### src/rtl/axi_crossbar_slv_arb.sv
// Write-address arbiter and in-order write-data steering for one crossbar slave port.
// Optional macro AXI_XBAR_ARB_RR_EN selects round-robin arbitration; undefined gives fixed priority.
module axi_crossbar_slv_arb #(
    parameter int NUM_MST  = 4,
    parameter int AWCH_W   = 53,
    parameter int WCH_W    = 47,
    parameter int OSTD_NUM = 4
) (
    input  logic                      i_aclk,
    input  logic                      i_srst,
    input  logic [NUM_MST-1:0]        m_awvalid,
    output logic [NUM_MST-1:0]        m_awready,
    input  logic [NUM_MST*AWCH_W-1:0] m_awch,
    input  logic [NUM_MST-1:0]        m_wvalid,
    output logic [NUM_MST-1:0]        m_wready,
    input  logic [NUM_MST*WCH_W-1:0]  m_wch,
    input  logic [NUM_MST-1:0]        m_wlast,
    output logic                      s_awvalid,
    input  logic                      s_awready,
    output logic [AWCH_W-1:0]         s_awch,
    output logic                      s_wvalid,
    input  logic                      s_wready,
    output logic [WCH_W-1:0]          s_wch,
    output logic                      s_wlast
);
    localparam int IDX_W = $clog2(NUM_MST);
    localparam int ADR_W = $clog2(OSTD_NUM);
    localparam int PTR_W = ADR_W + 1;

    typedef enum logic {ST_IDLE, ST_HOLD} aw_state_t;

    aw_state_t        state;
    aw_state_t        state_nxt;
    logic [IDX_W-1:0] grant_idx;
    logic             grant_en;
    logic [PTR_W-1:0] wr_ptr;
    logic [PTR_W-1:0] rd_ptr;
    logic [IDX_W-1:0] order_mem [OSTD_NUM];
    logic [IDX_W-1:0] head;
    logic             fifo_full;
    logic             fifo_empty;
    logic             fifo_pop;
    logic             w_route;

`ifdef AXI_XBAR_ARB_RR_EN
    logic [IDX_W-1:0] rr_ptr;

    // Scan offsets high-to-low so the requester closest to rr_ptr is assigned last and wins.
    always_comb begin
        grant_idx = '0;
        for (int i = NUM_MST - 1; i >= 0; i--) begin
            if (m_awvalid[IDX_W'((int'(rr_ptr) + i) % NUM_MST)])
                grant_idx = IDX_W'((int'(rr_ptr) + i) % NUM_MST);
        end
    end

    always_ff @(posedge i_aclk) begin
        if (i_srst)
            rr_ptr <= '0;
        else if (grant_en)
            rr_ptr <= (grant_idx == IDX_W'(NUM_MST - 1)) ? '0 : grant_idx + 1'b1;
    end
`else
    // NOTE: every signal written in always_comb gets a default first, so no latch is inferred.
    always_comb begin
        grant_idx = '0;
        for (int i = NUM_MST - 1; i >= 0; i--) begin
            if (m_awvalid[i])
                grant_idx = IDX_W'(i);
        end
    end
`endif

    assign fifo_empty = (wr_ptr == rd_ptr);
    assign fifo_full  = (wr_ptr[ADR_W] != rd_ptr[ADR_W]) &&
                        (wr_ptr[ADR_W-1:0] == rd_ptr[ADR_W-1:0]);
    // A full FIFO blocks the grant even when a pop lands in the same cycle.
    assign grant_en   = (state == ST_IDLE) && (|m_awvalid) && !fifo_full && !i_srst;

    always_comb begin
        state_nxt = state;
        m_awready = '0;
        case (state)
            ST_IDLE: begin
                if (grant_en) begin
                    m_awready[grant_idx] = 1'b1;
                    state_nxt            = ST_HOLD;
                end
            end
            ST_HOLD: begin
                if (s_awready)
                    state_nxt = ST_IDLE;
            end
            default: state_nxt = ST_IDLE;
        endcase
    end

    // NOTE: sequential state is updated with non-blocking assignments only.
    always_ff @(posedge i_aclk) begin
        if (i_srst) begin
            state  <= ST_IDLE;
            s_awch <= '0;
        end else begin
            state <= state_nxt;
            if (grant_en)
                s_awch <= m_awch[int'(grant_idx)*AWCH_W +: AWCH_W];
        end
    end

    assign s_awvalid = (state == ST_HOLD);

    // NOTE: the order memory has no reset; the pointers alone define which entries are valid.
    always_ff @(posedge i_aclk) begin
        if (grant_en)
            order_mem[wr_ptr[ADR_W-1:0]] <= grant_idx;
    end

    always_ff @(posedge i_aclk) begin
        if (i_srst) begin
            wr_ptr <= '0;
            rd_ptr <= '0;
        end else begin
            if (grant_en)
                wr_ptr <= wr_ptr + 1'b1;
            if (fifo_pop)
                rd_ptr <= rd_ptr + 1'b1;
        end
    end

    assign head     = order_mem[rd_ptr[ADR_W-1:0]];
    assign w_route  = !fifo_empty && !i_srst;
    assign s_wch    = m_wch[int'(head)*WCH_W +: WCH_W];
    assign s_wlast  = m_wlast[head];
    assign s_wvalid = w_route && m_wvalid[head];
    assign fifo_pop = s_wvalid && s_wready && s_wlast;

    always_comb begin
        m_wready = '0;
        if (w_route)
            m_wready[head] = s_wready;
    end

endmodule

### config.mk
export PLATFORM = sky130hd
export DESIGN_NAME = axi_crossbar_slv_arb
export DESIGN_NICKNAME = d
export VERILOG_FILES = /design/src/rtl/axi_crossbar_slv_arb.sv
export SDC_FILE = /design/constraint.sdc
export NUM_CORES = 1
export LEC_CHECK = 0
export ABC_AREA = 1
export BUFFER_PORTS_ARGS = -buffer_cell sky130_fd_sc_hd__buf_2
export CAP_MARGIN = 20
export CORE_AREA = 2 2 206 208
export DETAILED_ROUTE_END_ITERATION = 10
export DIE_AREA = 0 0 208 210
export GPL_ROUTABILITY_DRIVEN = 1
export PLACE_DENSITY = 0.46
export SETUP_SLACK_MARGIN = 0.1
export SLEW_MARGIN = 20
export SYNTH_ARGS = -nofsm -noshare
export SYNTH_HDL_FRONTEND = slang
export SYNTH_SLANG_ARGS = --single-unit
### constraint.sdc
create_clock -name i_aclk -period 1.8 [get_ports i_aclk]
set_input_delay 0.18 -clock i_aclk [delete_from_list [all_inputs] [get_ports i_aclk]]
set_output_delay 0.18 -clock i_aclk [all_outputs]
set_load 0.05 [all_outputs]
======== Word-level counts from Yosys, hierarchy flattened ========
Memories as Yosys holds them, arrays and structs flattened. A register that Yosys moved wholly into a read port is not among the register bits.
Index checks and enable logic that the tools add are counted.
operators by class
  add/sub/neg operators ................... 2
  $mul .................................... 2
  order comparisons ....................... 4
  equal/unequal tests ..................... 3
  shift-type cells ........................ 2
  multiplexer cells ....................... 21
  bitwise gates (word level) .............. 2
  reductions and logical operators ........ 14
operators by type and width
  cell                                                                                 count
  212-bit by 9-bit indexed part select with 53-bit output                              1
  188-bit by 9-bit indexed part select with 47-bit output                              1
  2-bit by 6-bit multiplier with 8-bit output, second input constant                   2
  2-bit 2-to-1 mux                                                                     6
  4-bit 2-to-1 mux                                                                     3
  1-bit logical AND                                                                    10
  1-bit 2-to-1 mux                                                                     7
  3-bit by 1-bit adder with 3-bit output, second input constant                        2
  2-bit by 3-bit less-than comparator with 1-bit output, second input constant         2
  4-bit bitwise AND                                                                    1
  1-bit binary-select mux with 2-bit select                                            2
  1-bit demux with 2-bit select                                                        2
  2-bit by 1-bit greater-or-equal comparator with 1-bit output, second input constant  2
  4-bit OR reduction                                                                   1
  3-bit equality test                                                                  1
  1-bit logical NOT                                                                    3
  2-bit equality test                                                                  1
  1-bit one-hot mux with 2 select lines                                                1
  1-bit inequality test                                                                1
  1-bit NOT                                                                            1
word-level totals
  register bits ........................... 60
  memory bits (writable) .................. 8
  bits of input ports ..................... 416
  memories kept ........................... 1
memory list
  memory     words  bits a word  rd ports  clocked after memory_dff  wr ports  line  source
  order_mem  4      2            1         1                         1         38    logic [IDX_W-1:0] order_mem [OSTD_NUM];

======== Longest topological paths before layout ========
Gate-level depths: netlist (run 1).
  word-level depth ........................ 10
  depth in mapped cells ................... 12
  depth with buffers taken out ............ 12

======== Least setup slack after synthesis (run 1) ========
No wires, ideal clock.
  path kind ............................... reg2out
  from .................................... register state (netlist: s_awvalid)
  to ...................................... output m_awready[3]
  arrival time ............................ 2.538 ns
  path slack .............................. -0.918 ns
  stages on the path, launching flop included .. 5
  buffers on the path ..................... 1
  cells stage by stage .................... dfxtp_1 > a311oi_2 > nand2_1 > clkbuf_1 > nor4_1
between the ends
  longest elaborated chain between the ends .. 6
ends and longest elaborated chain
  item                            line  source
  start, declared                 32    aw_state_t state;
  start signal, assigned          104   state <= state_nxt;
  1-bit NOT                       -
  1-bit logical AND (3 in a row)  78    assign grant_en = (state == ST_IDLE) && (|m_awvalid) && !fifo_full && !i_srst;
  4-bit 2-to-1 mux                85    if (grant_en) begin
  4-bit 2-to-1 mux (*)            83    case (state)
  end, declared                   12    output logic [NUM_MST-1:0] m_awready,
Mark *: on every way between the ends. The rest lies on a longest branch, timed or not.

==> run summary, run 1 <==
Worst Path Required -> 1.62 ns
Synth Net Count -> 1,357
Full die area -> 43,700 sq um
CP delay by family, top -> buffers and inverters
Routed WL -> 41.3 mm
Final setup margin -> -0.362 ns
Vias -> 9,245
Vias in the first global route -> 9,380
Clock root buffer -> clkbuf_16
Core footprint -> 41,500 sq um
Worst-Skew Late Latency -> 0.34 ns
Final core utilization -> 28.3%
Crit path time final -> 2.16 ns
Initial Util -> 13.8%
DP Wirelength -> 30.3 mm
Layout cells sized above 1 -> 54.1%
Hold Fails Final Rpt -> 0
Max Fclk -> 462 MHz
Most frequent CP cell -> buf_12
Commonest cells after routing, fill and taps aside -> buf_2, nand3_1, nand2_1
Die X -> 208 um
Final Skew -> 0.00961 ns
Area contributors post-synth -> nand3_1, dfxtp_1, nand2_1
Mapped Cells -> 936
Critical path class -> reg -> out
Syn_area_per_cell -> 6.11 sq um
CTS buffer count -> 9
Relative max-transition margin -> 58.0%
Setup TNS -> -13.53 ns
GRT Total Usage -> 17.9%
Hold Startpoint -> s_awready
Largest net degree at the start of global routing -> 60
P_leak -> 5.86 nW
Worst-Margin Slew -> 0.630 ns
RD Place Congestion -> 0.989
Global-route wire length before repair -> 58.5 mm
Post-synth top area share -> 22.5%
CP cell instances -> inv_6 > nand2_4 > nand3_4 > nand2_4 > buf_12 > nor2_4 > buf_12 > buf_6 > a22oi_2 > nand3_4 > buf_12
YS warnings -> 0
Failing checks -> negative setup slack
CTS tree -> built
Setup WS pre-CTS -> -0.846 ns
I/O Pins -> 527
Syn Std Cell Area -> 5720 sq um
Max Slew Vio Count -> 0
Period utilization -> 120%
RSZ-0062 raised after global routing -> true
Setup crit end kind -> output port
Post-route DRC -> 0
Arrival time worst endpoint -> 1.98 ns
Vias per cell -> 4.51
Synth Register Bits -> 70
CP max-delay cell -> dfxtp_4
I/O Buffers -> 526
Clock transition at the registers of the reported paths -> 0.06 ns
Chip Height -> 210 um
Yosys top cell by area -> nand3_1
# rows -> 75
Iter 0 DRT Violations -> 489
Routed Antenna Nets -> 0
Maximum clock insertion buffer count -> 2
Status -> finished, violations left
Drt pass-1 iters -> 5
Initial antenna violation count -> 19
Unique cell type count in the Yosys netlist -> 32
Bufs and invs on worst path -> 5
Wirelength per Cell -> 20.2 um
Hold slack -> 0.0793 ns
H-tree Lvls -> 3
Max_cap viols -> 0
Register area share after synthesis -> 25.9%
Largest stage delay on the critical path -> 0.39 ns
Startpoint type of the worst setup path -> flip-flop
CTS Sinks -> 70
Peak VDD IR -> 0.410 mV
# setup viols final -> 53
P&R area growth vs syn -> 105%
P per Cell Area -> 774 nW/um^2
Most common cell after layout, fill and taps aside -> buf_2
Final nets -> 1,913
Total Power -> 9.08 mW
Worst Hold Class -> in -> reg
Max FO, Critical Path -> 6
Overflow after GRT -> 0
## final timing paths
path	endpoint	slack [ns]	depth (start not counted)
min reg2reg	s_awch[40]	0.49	2
max	s_wch[42]	-0.36	11
max reg2reg	rd_ptr[2]	0.15	14
min	s_awvalid	0.08	4
## registers in the layout, indices dropped and copies added, names as in the netlist, named ones only
register / count
s_awch: 53
order_mem: 8
rd_ptr: 3
wr_ptr: 3
s_awvalid: 1
## layout make-up
cell class              instances  area [sq um]
fillers                      4584         29700
clock inverters                 6          85.1
repair buffers                620          4440
multi-input cells             711          4470
flip-flops and latches         70          1500
clock buffers                  10           229
well taps                     539           674
inverters                      80           318
diodes                         12          30.0
## where the power goes
part	total (mW)	switching [mW]	internal, mW	leakage [nW]
clock	1.94	0.727	1.21	0.151
sequential	1.82	0.0936	1.72	0.591
combinational	5.33	3.24	2.09	5.12
total	9.08	4.06	5.02	5.86
## Yosys cell counts (all sizes together)
library cell  instances
and3                  1
nor4                  1
clkbuf               33
ha                    5
nor2                 78
nor3                 47
a22oi                47
xnor2                 3
inv                  80
a311oi                1
a21oi                 5
o211ai               11
o21ai                98
xor2                  1
buf                  49
nand3               259
a31oi                 1
dfxtp                62
nand2               142
nand3b                1
edfxtp                8
nand4                 3
## worst register-to-register path: stages (launching register included)
cell and delay, ns:
dfxtp_4 0.39, inv_6 0.06, nand2_4 0.06, nand3_4 0.07, nand2_4 0.12, buf_6 0.21
nand2_1 0.08, nand2_1 0.06, nand2_1 0.05, nand2_2 0.12, buf_4 0.13, nand3_1 0.06
nand2_1 0.06, inv_1 0.03, nor2_1 0.08
## cell families (layout without fill, tap and decap cells)
| group | count (synthesis) | count (layout) | synth area share (%) |
|---|---|---|---|
| and+or+nand+nor | 532 | 539 | 42.4 |
| AOI/OAI and AO/OA | 163 | 163 | 17.1 |
| buffers and inverters | 162 | 716 | 12.8 |
| DFF | 70 | 70 | 25.9 |
| adders and majority gates | 5 | 5 | 1.09 |
| xor gates and xnor gates | 4 | 4 | 0.613 |
| other | 0 | 12 | 0 |
## metal layers
layer  track usage, %  wire, um  vias up
met3             4.25      3050       98
met2             33.6     21600      567
met5                0        84        -
li1                 -         -     4361
met4             9.98      2250       12
met1             18.1     14300     4207
## through the flow
stage	instance area, sq um	std cells
2_1_floorplan	6090	936
3_3_place_gp	9850	1974
3_5_place_dp	9850	1974
4_1_cts	11500	2031
5_1_grt	11700	2045
6_report	11700	2048
## timing repair
action / in CTS / in global routing
gates cloned: 15 / 3
hold buffers: 0 / 0
resized for setup: 191 / 47
pin swaps: 28 / 21
setup endpoints to repair: 62 / 109
buffers inserted: 26 / 2
Note: power is estimated with default switching activity, not from simulation.
==> inputs of run 2 (changes only) <==
--- a/config.mk
+++ b/config.mk
@@ -8,9 +8,9 @@
 export ABC_AREA = 1
 export BUFFER_PORTS_ARGS = -buffer_cell sky130_fd_sc_hd__buf_2
 export CAP_MARGIN = 20
-export CORE_AREA = 2 2 206 208
+export CORE_AREA = 2 2 205 207
 export DETAILED_ROUTE_END_ITERATION = 10
-export DIE_AREA = 0 0 208 210
+export DIE_AREA = 0 0 207 209
 export GPL_ROUTABILITY_DRIVEN = 1
 export PLACE_DENSITY = 0.46
 export SETUP_SLACK_MARGIN = 0.1
==> constraint.sdc (replaced) <==
create_clock -name i_aclk -period 2.65 [get_ports i_aclk]
set_input_delay 0.265 -clock i_aclk [delete_from_list [all_inputs] [get_ports i_aclk]]
set_output_delay 0.265 -clock i_aclk [all_outputs]
set_load 0.05 [all_outputs]
==> run summary, run 2 (synthesis results as in run 1) <==
Max FO, Critical Path -> 47 (was 6)
CP max-delay cell -> dfxtp_1 (was dfxtp_4)
Multi-input logic area -> 3560 sq um (was 4470 sq um)
Crit path time final -> 2.42 ns
Most common cell after layout, fill and taps aside -> buf_2 (unchanged)
Startpoint type of the worst setup path -> flip-flop (unchanged)
Post-route DRC -> 0 (unchanged)
Reg area -> 1480 sq um (was 1500 sq um)
Vias -> 8,665 (was 9,245)
Layout cells sized above 1 -> 41.3% (was 54.1%)
Worst Path Required -> 2.38 ns (was 1.62 ns)
Inst Count DP -> 1,936 (was 1,974)
CTS tree -> built (unchanged)
Final nets -> 1,839 (was 1,913)
Final Skew -> 0.00850 ns (was 0.00961 ns)
RD Place Congestion -> 0.925 (was 0.989)
Worst-Skew Late Latency -> 0.34 ns (about the same)
Max reg flops -> 53 (unchanged)
Max_cap viols -> 0 (unchanged)
Clock root buffer -> clkbuf_16 (unchanged)
Maximum clock insertion buffer count -> 2 (unchanged)
Largest net degree at the start of global routing -> 59 (was 60)
P_leak -> 5.00 nW (was 5.86 nW)
I/O Buffers -> 526 (unchanged)
CTS Sinks -> 70 (unchanged)
Routed Antenna Nets -> 0 (unchanged)
Initial antenna violation count -> 12 (was 19)
Routed WL -> 33.8 mm (was 41.3 mm)
Worst-Margin Slew -> 0.559 ns (was 0.630 ns)
Full die area -> 43,300 sq um (was 43,700 sq um)
Peak VDD IR -> 0.228 mV (was 0.410 mV)
Chip Height -> 209 um (was 210 um)
Max Fclk -> 414 MHz
Overflow after GRT -> 0 (unchanged)
Fillcell total -> 4,761 (was 4,584)
Most frequent CP cell -> buf_12 (unchanged)
P per Cell Area -> 551 nW/um^2 (was 774 nW/um^2)
Critical path class -> reg -> out (unchanged)
Vias in the first global route -> 8,577 (was 9,380)
Relative max-transition margin -> 62.8% (was 58.0%)
# setup viols final -> 0 (was 53)
Setup crit end kind -> output port (unchanged)
Bufs and invs on worst path -> 3 (was 5)
Period utilization -> 91.2%
Setup WS pre-CTS -> 0.527 ns (was -0.846 ns)
Cts hold-fix bufs -> 0 (unchanged)
Global-route wire length before repair -> 48.9 mm (was 58.5 mm)
CTS buffer count -> 9 (unchanged)
Max Slew Vio Count -> 0 (unchanged)
Worst Hold Class -> in -> reg (unchanged)
Initial Util -> 13.8% (about the same)
Vias per cell -> 4.39 (was 4.51)
Clock transition at the registers of the reported paths -> 0.06 ns (about the same)
Wirelength per Cell -> 17.2 um (was 20.2 um)
Core footprint -> 41,300 sq um (was 41,500 sq um)
P&R area growth vs syn -> 69.5% (was 105%)
Hold slack -> 0.173 ns (was 0.0793 ns)
GRT Total Usage -> 14.6% (was 17.9%)
I/O Pins -> 527 (unchanged)
Iter 0 DRT Violations -> 548 (was 489)
CP delay by family, top -> simple AND/OR/NAND/NOR gates (was buffers and inverters)
Hold Fails Final Rpt -> 0 (unchanged)
Arrival time worst endpoint -> 2.15 ns (was 1.98 ns)
Status -> finished clean (was finished, violations left)
CP cell instances -> inv_2 > nand2_1 > nand3_2 > nand2_8 > nor2_4 > buf_12 > a22oi_1 > nand3_1 > buf_12 (was inv_6 > nand2_4 > nand3_4 > nand2_4 > buf_12 > nor2_4 > buf_12 > buf_6 > a22oi_2 > nand3_4 > buf_12)
RSZ-0062 raised after global routing -> false (was true)
Setup TNS -> 0 ns (was -13.53 ns)
# rows -> 75 (unchanged)
Drt pass-1 iters -> 6 (was 5)
Largest Register -> s_awch (unchanged)
DP Wirelength -> 27.3 mm (was 30.3 mm)
H-tree Lvls -> 3 (unchanged)
Layout Cells excl Fill -> 1,972 (was 2,048)
Final setup margin -> 0.233 ns (was -0.362 ns)
Largest stage delay on the critical path -> 0.40 ns (was 0.39 ns)
Die X -> 207 um (was 208 um)
Commonest cells after routing, fill and taps aside -> buf_2, nand3_1, nand2_1 (unchanged)
## run 2: cell types whose count changed in the layout (fill, tap and decap cells not counted), moves of 28 or more
cell,previous run,this run
nand3_1,185,257
nand3_2,65,2
a22oi_1,4,47
a22oi_2,43,0
buf_4,54,17
buf_6,32,1
buf_2,469,497
## run 2: metrics by stage
step / instance area [sq um] / total power, mW / util (%)
2_1_floorplan: 5720 / 2.86 / -
3_3_place_gp: 9190 / 4.01 / 22.3
3_5_place_dp: 9190 / 4.00 / 22.3
4_1_cts: 9510 / 5.35 / 23.0
5_1_grt: 9690 / 5.61 / 23.5
6_report: 9690 / 5.34 / 23.5
## run 2: power breakdown
group          total, mW  switching, mW  internal (mW)
clock               1.29          0.500          0.789
sequential          1.22         0.0495           1.17
combinational       2.83           1.88          0.951
total               5.34           2.43           2.91
## run 2: cell type report
type / instances / area share, %
multi-input combinational: 704 / 36.7
tap: 539 / 6.96
clock buffer: 10 / 2.58
sequential: 70 / 15.3
timing repair buffer: 553 / 34.4
antenna: 10 / 0.258
clock inverter: 6 / 0.697
inverter: 80 / 3.10
## run 2: timing repair
item | in CTS | in global routing
resized for setup | 0 | 15
endpoints found under the setup margin | 0 | 33
setup buffers | 0 | 8
## run 2: per-layer routing
layer / up-vias / part of all wire, % / track usage [%]
li1: 4190 / - / -
met1: 3953 / 36 / 15.2
met2: 465 / 51 / 26.5
met3: 57 / 7.5 / 3.05
met4: 0 / 5.1 / 9.93
met5: - / 0 / 0
## run 2: path summary, 6_finish.rpt
path	startpoint	end	slack (ns)	cells after the start
hold / removal	i_srst	wr_ptr[2]	0.17	2
setup / recovery	flip-flop	s_wch[12]	0.23	9
setup reg to reg	wr_ptr[2]	s_awch[52]	0.89	8
hold reg to reg	s_awch[40]	s_awch[40]	0.50	2
==> inputs of run 3 (changes only) <==
--- a/config.mk
+++ b/config.mk
@@ -8,11 +8,11 @@
 export ABC_AREA = 1
 export BUFFER_PORTS_ARGS = -buffer_cell sky130_fd_sc_hd__buf_2
 export CAP_MARGIN = 20
-export CORE_AREA = 2 2 205 207
+export CORE_AREA = 2 2 206 208
 export DETAILED_ROUTE_END_ITERATION = 10
-export DIE_AREA = 0 0 207 209
+export DIE_AREA = 0 0 208 210
 export GPL_ROUTABILITY_DRIVEN = 1
-export PLACE_DENSITY = 0.46
+export PLACE_DENSITY = 0.47
 export SETUP_SLACK_MARGIN = 0.1
 export SLEW_MARGIN = 20
 export SYNTH_ARGS = -nofsm -noshare
==> constraint.sdc (replaced) <==
create_clock -name i_aclk -period 2.1 [get_ports i_aclk]
set_input_delay 0.21 -clock i_aclk [delete_from_list [all_inputs] [get_ports i_aclk]]
set_output_delay 0.21 -clock i_aclk [all_outputs]
set_load 0.05 [all_outputs]
==> run summary, run 3 (synthesis results as in run 1) <==
Status -> finished, violations left (was finished clean)
Failing checks -> negative setup slack
Hold slack -> 0.113 ns (was 0.173 ns)
Chip Height -> 210 um (was 209 um)
Most common cell after layout, fill and taps aside -> buf_2 (unchanged)
P_leak -> 5.52 nW (was 5.00 nW)
Maximum clock insertion buffer count -> 2 (unchanged)
Clock transition at the registers of the reported paths -> 0.06 ns (about the same)
Max_cap viols -> 0 (unchanged)
Period utilization -> 103%
Die X -> 208 um (was 207 um)
CTS Sinks -> 70 (unchanged)
GRT Total Usage -> 15.4% (was 14.6%)
Vias per cell -> 4.49 (was 4.39)
RD Place Congestion -> 0.947 (was 0.925)
CP startpoint -> order_mem[3][1]
I/O Pins -> 527 (unchanged)
Full die area -> 43,700 sq um (was 43,300 sq um)
DP Wirelength -> 28.3 mm (was 27.3 mm)
Crit path time final -> 2.17 ns
Fillcell total -> 4,589 (was 4,761)
P per Cell Area -> 670 nW/um^2 (was 551 nW/um^2)
Max Fclk -> 461 MHz
Startpoint type of the worst setup path -> flip-flop (unchanged)
Initial antenna violation count -> 12 (unchanged)
RSZ-0062 raised after global routing -> true (was false)
Layout cells sized above 1 -> 50.0% (was 41.3%)
Inst Count DP -> 1,947 (was 1,936)
Max FO, Critical Path -> 6 (was 47)
Hold Startpoint -> s_awready (was i_srst)
Largest net degree at the start of global routing -> 59 (unchanged)
Relative max-transition margin -> 56.0% (was 62.8%)
Vias -> 8,970 (was 8,665)
Core footprint -> 41,500 sq um (was 41,300 sq um)
Worst Hold Class -> in -> reg (unchanged)
Worst r2r src -> wr_ptr[2] (unchanged)
Final core utilization -> 26.5% (was 23.5%)
CTS buffer count -> 9 (unchanged)
Vias in the first global route -> 8,835 (was 8,577)
I/O Buffers -> 526 (unchanged)
Worst-Skew Late Latency -> 0.35 ns (was 0.34 ns)
Commonest cells after routing, fill and taps aside -> buf_2, nand3_1, nand2_1 (unchanged)
Clock root buffer -> clkbuf_16 (unchanged)
Worst Path Required -> 1.89 ns (was 2.38 ns)
Final nets -> 1,871 (was 1,839)
Overflow after GRT -> 0 (unchanged)
Initial Util -> 13.8% (about the same)
Wirelength per Cell -> 18.7 um (was 17.2 um)
Post-route DRC -> 0 (unchanged)
Arrival time worst endpoint -> 1.96 ns (was 2.15 ns)
Routed WL -> 37.4 mm (was 33.8 mm)
Setup TNS -> -0.731 ns (was 0 ns)
Layout Cells excl Fill -> 1,998 (was 1,972)
Global-route wire length before repair -> 51.7 mm (was 48.9 mm)
Routed Antenna Nets -> 0 (unchanged)
# rows -> 75 (unchanged)
P&R area growth vs syn -> 91.9% (was 69.5%)
Largest Register -> s_awch (unchanged)
Iter 0 DRT Violations -> 623 (was 548)
Worst-Margin Slew -> 0.660 ns (was 0.559 ns)
Final setup margin -> -0.0693 ns (was 0.233 ns)
Setup crit end kind -> output port (unchanged)
Drt pass-1 iters -> 4 (was 6)
Final Skew -> 0.0114 ns (was 0.00850 ns)
Critical path class -> reg -> out (unchanged)
Max Slew Vio Count -> 0 (unchanged)
H-tree Lvls -> 3 (unchanged)
Hold Fails Final Rpt -> 0 (unchanged)
CTS tree -> built (unchanged)
Peak VDD IR -> 0.297 mV (was 0.228 mV)
# setup viols final -> 37 (was 0)
Max reg flops -> 53 (unchanged)
-- run 3: worst max-delay path: stages, from the launching register on --
cell and delay [ns]:
edfxtp_1 0.37, nand2_1 0.10, nand3_2 0.10, nand2_4 0.11, buf_6 0.11, nor2_4 0.03, buf_6 0.13, buf_12 0.14
a22oi_2 0.15, nand3_2 0.17, buf_12 0.19
-- run 3: layout make-up --
| cell class | count | area (sq um) | share of cell area, % |
|---|---|---|---|
| inverter | 80 | 313 | 2.85 |
| sequential | 70 | 1490 | 13.6 |
| clock buffer | 11 | 254 | 2.31 |
| antenna | 4 | 10.0 | 0.0912 |
| clock inverter | 5 | 41.3 | 0.376 |
| tap | 539 | 674 | 6.15 |
| timing repair buffer | 585 | 4100 | 37.3 |
| multi-input combinational | 704 | 4090 | 37.3 |
-- run 3: path summary, 6_finish.rpt --
check	end	slack (ns)	cells after the start
worst max-delay path	s_wch[18]	-0.07	10
worst min-delay path	s_awvalid	0.11	4
worst max register to register	s_awch[7]	0.34	9
worst min register to register	s_awch[7]	0.50	2
-- run 3: metrics by stage --
step | setup WS (ns) | area [sq um] | power, mW
after floorplan | -0.254 | 5750 | 3.62
after global placement | 0.144 | 9370 | 5.13
after detailed placement | 0.107 | 9370 | 5.12
after CTS | -0.0622 | 10400 | 7.12
after global routing | -0.162 | 11000 | 7.67
final | -0.0693 | 11000 | 7.35
-- run 3: where the power goes --
| part | internal [mW] | switching [mW] |
|---|---|---|
| clock | 0.881 | 0.659 |
| sequential | 1.48 | 0.0644 |
| combinational | 1.64 | 2.62 |
| total | 4.00 | 3.35 |
-- run 3: timing repair --
item,CTS,global route
endpoints found under the setup margin,56,65
setup buffers,11,7
gates cloned,3,10
pin swaps,16,37
hold buffers,0,0
gates resized for setup,143,62
-- run 3: per-layer routing --
| metal | global-route usage (%) | wire, um | up-vias |
|---|---|---|---|
| met5 | 0 | 52 | - |
| met4 | 10.8 | 2350 | 8 |
| met3 | 3.65 | 2670 | 111 |
| met2 | 27.9 | 19200 | 473 |
| met1 | 15.7 | 13200 | 4119 |
| li1 | - | - | 4259 |
